[src/rtl/commit_monitor.sv]
// rtl/commit_monitor.sv - ROB commit progress monitor
// Counts retirements and cycles, emits periodic progress reports, flags hangs and bad commit masks.
module commit_monitor #(
  parameter int COMMIT_WIDTH    = 6,
  parameter int STUCK_LIMIT     = 5000,
  parameter int REPORT_INTERVAL = 10000
) (
  input  logic                    clock,
  input  logic                    reset,
  input  logic [COMMIT_WIDTH-1:0] commit_valid,
  input  logic                    commit_is_walk,
  output logic [63:0]             instr_cnt,
  output logic [63:0]             cycle_cnt,
  output logic                    report_valid,
  output logic [63:0]             report_cycle,
  output logic [63:0]             report_instr,
  output logic [63:0]             report_window_instr,
  output logic                    hang,
  output logic [63:0]             hang_cycle,
  output logic                    protocol_err
);

  localparam int TW = $clog2(STUCK_LIMIT + 2);
  localparam int IW = $clog2(REPORT_INTERVAL + 1);
  localparam int CW = $clog2(COMMIT_WIDTH + 1);
  localparam logic [TW-1:0] TIMER_MAX = TW'(STUCK_LIMIT + 1);
  localparam logic [IW-1:0] INTV_LAST = IW'(REPORT_INTERVAL - 1);

  logic [63:0]   cycle_cnt_q, cycle_cnt_d;
  logic [63:0]   instr_cnt_q, instr_cnt_d;
  logic [TW-1:0] stuck_q, stuck_d;
  logic [IW-1:0] intv_q, intv_d;
  logic          report_valid_q, report_valid_d;
  logic [63:0]   report_cycle_q, report_cycle_d;
  logic [63:0]   report_instr_q, report_instr_d;
  logic [63:0]   report_win_q, report_win_d;
  logic          hang_q, hang_d;
  logic [63:0]   hang_cycle_q, hang_cycle_d;
  logic          perr_q, perr_d;

  logic          retire;
  logic [CW-1:0] n;
  logic          gap;
  logic          is_report;

  always_comb begin
    retire = !commit_is_walk;

    n   = '0;
    gap = 1'b0;
    for (int i = 0; i < COMMIT_WIDTH; i++) begin
      n = n + CW'(commit_valid[i]);
    end
    for (int i = 1; i < COMMIT_WIDTH; i++) begin
      gap = gap | (commit_valid[i] & ~commit_valid[i-1]);
    end

    cycle_cnt_d = cycle_cnt_q + 64'd1;
    instr_cnt_d = instr_cnt_q + (retire ? 64'(n) : 64'd0);

    // Only a retirement from the oldest slot proves forward progress; walks never do.
    if (retire && commit_valid[0]) begin
      stuck_d = '0;
    end else if (stuck_q == TIMER_MAX) begin
      stuck_d = stuck_q;
    end else begin
      stuck_d = stuck_q + TW'(1);
    end

    hang_d       = hang_q;
    hang_cycle_d = hang_cycle_q;
    if (!hang_q && stuck_q == TIMER_MAX) begin
      hang_d       = 1'b1;
      hang_cycle_d = cycle_cnt_q;
    end

    // Interval counter tracks cycle_cnt modulo REPORT_INTERVAL, realigned when cycle_cnt wraps.
    if (&cycle_cnt_q) begin
      intv_d = '0;
    end else if (intv_q == INTV_LAST) begin
      intv_d = '0;
    end else begin
      intv_d = intv_q + IW'(1);
    end

    is_report      = (intv_q == '0) && (cycle_cnt_q != 64'd0);
    report_valid_d = is_report;
    report_cycle_d = report_cycle_q;
    report_instr_d = report_instr_q;
    report_win_d   = report_win_q;
    if (is_report) begin
      report_cycle_d = cycle_cnt_q;
      report_instr_d = instr_cnt_q;
      report_win_d   = instr_cnt_q - report_instr_q;
    end

    perr_d = perr_q | (retire & gap);
  end

  always_ff @(posedge clock) begin
    if (reset) begin
      cycle_cnt_q    <= '0;
      instr_cnt_q    <= '0;
      stuck_q        <= '0;
      intv_q         <= '0;
      report_valid_q <= 1'b0;
      report_cycle_q <= '0;
      report_instr_q <= '0;
      report_win_q   <= '0;
      hang_q         <= 1'b0;
      hang_cycle_q   <= '0;
      perr_q         <= 1'b0;
    end else begin
      cycle_cnt_q    <= cycle_cnt_d;
      instr_cnt_q    <= instr_cnt_d;
      stuck_q        <= stuck_d;
      intv_q         <= intv_d;
      report_valid_q <= report_valid_d;
      report_cycle_q <= report_cycle_d;
      report_instr_q <= report_instr_d;
      report_win_q   <= report_win_d;
      hang_q         <= hang_d;
      hang_cycle_q   <= hang_cycle_d;
      perr_q         <= perr_d;
    end
  end

  assign instr_cnt           = instr_cnt_q;
  assign cycle_cnt           = cycle_cnt_q;
  assign report_valid        = report_valid_q;
  assign report_cycle        = report_cycle_q;
  assign report_instr        = report_instr_q;
  assign report_window_instr = report_win_q;
  assign hang                = hang_q;
  assign hang_cycle          = hang_cycle_q;
  assign protocol_err        = perr_q;

endmodule

[config.mk]
export PLATFORM = sky130hd
export DESIGN_NAME = commit_monitor
export DESIGN_NICKNAME = d
export VERILOG_FILES = /design/src/rtl/commit_monitor.sv
export SDC_FILE = /design/constraint.sdc
export NUM_CORES = 1
export LEC_CHECK = 0
export ABC_AREA = 1
export CAP_MARGIN = 20
export CORE_MARGIN = 10
export CORE_UTILIZATION = 57
export CTS_BUF_LIST = sky130_fd_sc_hd__clkbuf_4 sky130_fd_sc_hd__clkbuf_8
export DETAILED_ROUTE_END_ITERATION = 6
export PLACE_DENSITY = 0.85
export SYNTH_ARGS = -nofsm -noshare
export SYNTH_HDL_FRONTEND = slang
export SYNTH_SLANG_ARGS = --single-unit
[constraint.sdc]
create_clock -name clock -period 11.2 [get_ports clock]
set_clock_uncertainty 0.2 [all_clocks]
set_input_delay 1.12 -clock clock [delete_from_list [all_inputs] [get_ports clock]]
set_output_delay 1.12 -clock clock [all_outputs]
set_load 0.1 [all_outputs]
==> impl_metrics.toml <==
[timing]
post_route_setup_tns_ns = 0
timing.final.hold_violations = 0
rsz_0062_raised_after_global_routing = "false"
final.period_utilization_pct = 44.3
timing.fmax_ghz = 0.202
layout_min_cycle_time_ns = 4.96
slew_headroom_pct = 25.7
drv_slew = 0
worst_slew_pin_slew_ns = 1.11
final-setup-viol-count = 0

[layout]
area_of_the_multi_input_gates_sq_mm = 0.0126
ratio_of_cells_with_drive_above_1_in_the_final_layout_pct = 6.19
syn_to_final_growth_pct = 24.3
register_area_sq_mm = 0.00829
nets = 4232
fin_cells = 4738
layout.filler_cells = 3664

[worst_setup_path]
worstPathCellList = "clkdlybuf4s50_1 -> fa_1 -> inv_1 -> fa_1 -> inv_1 -> ha_1 -> fa_1 -> nand2_1 -> fa_1 -> inv_1 -> nand2_1 -> nand2_1 -> nand3_2 -> nor2_1 -> nand2_1 -> nor2_1 -> xor2_1 -> nor2_1"
cp_data_arrival_time_ns = 5.26
cp_data_required_time_ns = 11.50
cp_num_buf_inv = 4
worst_path_max_stage_delay_ns = 0.55
startpoint_type = "input pin"
criticalPathCategory = "input pin to flop"
cell_at_the_slowest_stage_of_the_critical_path = "sky130_fd_sc_hd__fa_1"
worst_path_max_fanout = 6
critPathCaptureType = "flop"
critical_path.top_delay_family = "adder cells"

[floorplan]
overall_die_area_sq_mm = 0.0506
dieHeight_um = 225
num_rows = 75
design.core.area_sq_mm = 0.0418
die-width_um = 225
floorplan.initialDensity_pct = 57.3
num_io_pins = 396

[clock_network]
h-tree-depth = 3
cts_hold_buf = 0
clk_pin_slew_worst_paths_ns = 0.06
cts.root.buffer_cell = "sky130_fd_sc_hd__clkbuf_8"
post_cts.repair.setup_buffers = 0
clkSinkCount = 414
cts.path.max_buffers = 3
postCtsResizedCells = 0
clock_buffers_created_by_tritoncts = 70
tritoncts = "built"
worst_skew_pair_later_pin_latency_ns = 0.67

[detailed_routing]
detail_route.wl_per_cell_um = 19.6
detail-route-antenna-nets = 0
num_vias = 25900
drtIter0Drc = 2513
vias_per_cell = 5.46
wirelength_um = 92700
detail_route.drc_violations = 0
drt_first_pass_iters = 6

[pwr]
power_density_mw_per_mm2 = 169
worst_ir_drop_vdd_uv = 165
p_leak_uw = 0.0132

[global_route]
track_usage_pct = 35.5
grt_start_max_net_pins = 130
grt_first_pass_wirelength_um = 141000
antenna_found_initial = 1
grt_overflow = 0
number_of_global_route_vias_before_repair = 24700

[synthesis]
most_area_consuming_cells_after_synthesis = "sky130_fd_sc_hd__dfxtp_1 35%, sky130_fd_sc_hd__nand2_1 16%, sky130_fd_sc_hd__inv_1 10%"
synth-edff-count = 0
synth.net_count = 3851
synth_top_area_share_pct = 34.6
ys.warnings.count = 0
yosys_most_used_dff = "sky130_fd_sc_hd__dfxtp_1"
synth_top_cells_by_count = "1040 x sky130_fd_sc_hd__nand2_1, 638 x sky130_fd_sc_hd__inv_1, 414 x sky130_fd_sc_hd__dfxtp_1, 403 x sky130_fd_sc_hd__nor2_1, 282 x sky130_fd_sc_hd__a21oi_1"
synth-seq-area-share_pct = 34.6
postSynthRegisterBits = 414
postSynth.asyncResetShare_pct = 0
synthesis.area_sq_mm = 0.0239
yosys.cell_count.top_type = "sky130_fd_sc_hd__nand2_1"
synthDistinctLibCells = 47
synth_top_area_cell = "sky130_fd_sc_hd__dfxtp_1"
postSynthAreaPerCell_sq_um = 6.36
synthCells = 3764

[placement]
place.gp.congestion = 1.07
port_buffers = 395
place_hpwl_um = 72300
placedCellCount = 4612

[min_path]
worstHoldPathType = "flop to flop"

[run]
drv_cap = 0

[outcome]
run_status = "finished clean"
-- tightest hold or removal path, cell delays in order, from the launching register on --
cell	delay [ns]
sky130_fd_sc_hd__dfxtp_1	0.31
sky130_fd_sc_hd__inv_1	0.04
sky130_fd_sc_hd__a21oi_1	0.05
-- path summary, 6_finish.rpt --
path | startpoint | end | slack (ns) | cells past startpoint
worst max-delay path | commit_valid[0] | instr_cnt[58] | 6.24 | 18
worst min register to register | protocol_err | protocol_err | 0.25 | 2
worst max register to register | cycle_cnt[0] | report_instr[6] | 6.93 | 13
worst min-delay path | protocol_err | protocol_err | 0.25 | 2
-- registers in the layout, indices dropped and copies added (netlist names), 13 cells and up --
signal / flops
cycle_cnt: 64
hang_cycle: 64
instr_cnt: 64
intv_q: 14
report_cycle: 64
report_instr: 64
report_window_instr: 64
stuck_q: 13
-- power breakdown --
| group | internal, uW | switching (uW) | total, uW |
|---|---|---|---|
| Clock | 859 | 658 | 1520 |
| Combinational | 411 | 1440 | 1850 |
| Sequential | 1590 | 79.3 | 1670 |
| Total | 2860 | 2180 | 5030 |
-- routing by layer --
layer  vias to the layer above  wire (um)  global-route usage, %  part of all wire, %
li1                      12700          -                      -                    -
met2                      1291      41900                   58.0                   45
met1                     11600      35700                   41.1                   38
met4                         0       5450                   20.6                  5.9
met3                       307       9680                   9.99                   10
met5                         -          0                      0                    0
-- stage by stage --
stage | setup slack (ns) | cell area [sq um] | hold WS, ns | power, uW | util, %
final | 6.24 | 29700 | 0.250 | 5030 | 71.2
after global routing | 6.04 | 29700 | 0.271 | 5220 | 71.2
after CTS | 6.28 | 29700 | 0.251 | 5030 | 71.2
after detailed placement | 5.60 | 28200 | 0.241 | 3530 | 67.5
after global placement | 5.66 | 28200 | 0.232 | 3510 | 67.5
after floorplan | 6.49 | 23900 | 0.217 | 3080 | -
-- layout make-up --
cell class | count | share of cell area [%]
inverter | 679 | 8.61
tap | 539 | 2.27
sequential | 414 | 27.9
antenna | 1 | 0.00842
clock inverter | 17 | 0.741
timing repair buffer | 409 | 13.7
clock buffer | 108 | 4.49
multi-input combinational | 2571 | 42.4
-- kinds of logic (layout without fill, tap and decap cells) --
logic type	count (synthesis)	after routing	share of synthesized area, %
AOI/OAI and AO/OA	543	543	12.4
DFF	414	414	34.6
other	0	1	0
adders and majority gates	78	78	4.24
xor gates and xnor gates	48	48	1.76
and+or+nand+nor	1902	1902	34.2
buffers and inverters	779	1213	12.8
-- placed cells by master, fill, tap and decap left out, types with 5 or more instances in the layout --
cell type                            n
sky130_fd_sc_hd__a211oi_1           90
sky130_fd_sc_hd__a21oi_1           282
sky130_fd_sc_hd__and2_1              7
sky130_fd_sc_hd__buf_4              14
sky130_fd_sc_hd__clkbuf_4           24
sky130_fd_sc_hd__clkbuf_8           84
sky130_fd_sc_hd__clkdlybuf4s50_1   394
sky130_fd_sc_hd__clkinv_2            5
sky130_fd_sc_hd__dfxtp_1           414
sky130_fd_sc_hd__fa_1                5
sky130_fd_sc_hd__ha_1               73
sky130_fd_sc_hd__inv_1             638
sky130_fd_sc_hd__inv_2              38
sky130_fd_sc_hd__nand2_1          1040
sky130_fd_sc_hd__nand2_2             7
sky130_fd_sc_hd__nand3_1           163
sky130_fd_sc_hd__nand3_2             7
sky130_fd_sc_hd__nand3b_1            7
sky130_fd_sc_hd__nand4_1            89
sky130_fd_sc_hd__nor2_1            402
sky130_fd_sc_hd__nor2_2             18
sky130_fd_sc_hd__nor2_4              6
sky130_fd_sc_hd__nor3_1             83
sky130_fd_sc_hd__nor3_2              9
sky130_fd_sc_hd__nor4_1             14
sky130_fd_sc_hd__o21ai_0            63
sky130_fd_sc_hd__o21ai_1            97
sky130_fd_sc_hd__or2_0              12
sky130_fd_sc_hd__or2_2              21
sky130_fd_sc_hd__xnor2_1            23
sky130_fd_sc_hd__xor2_1             25
(Power assumes the default switching activity.)
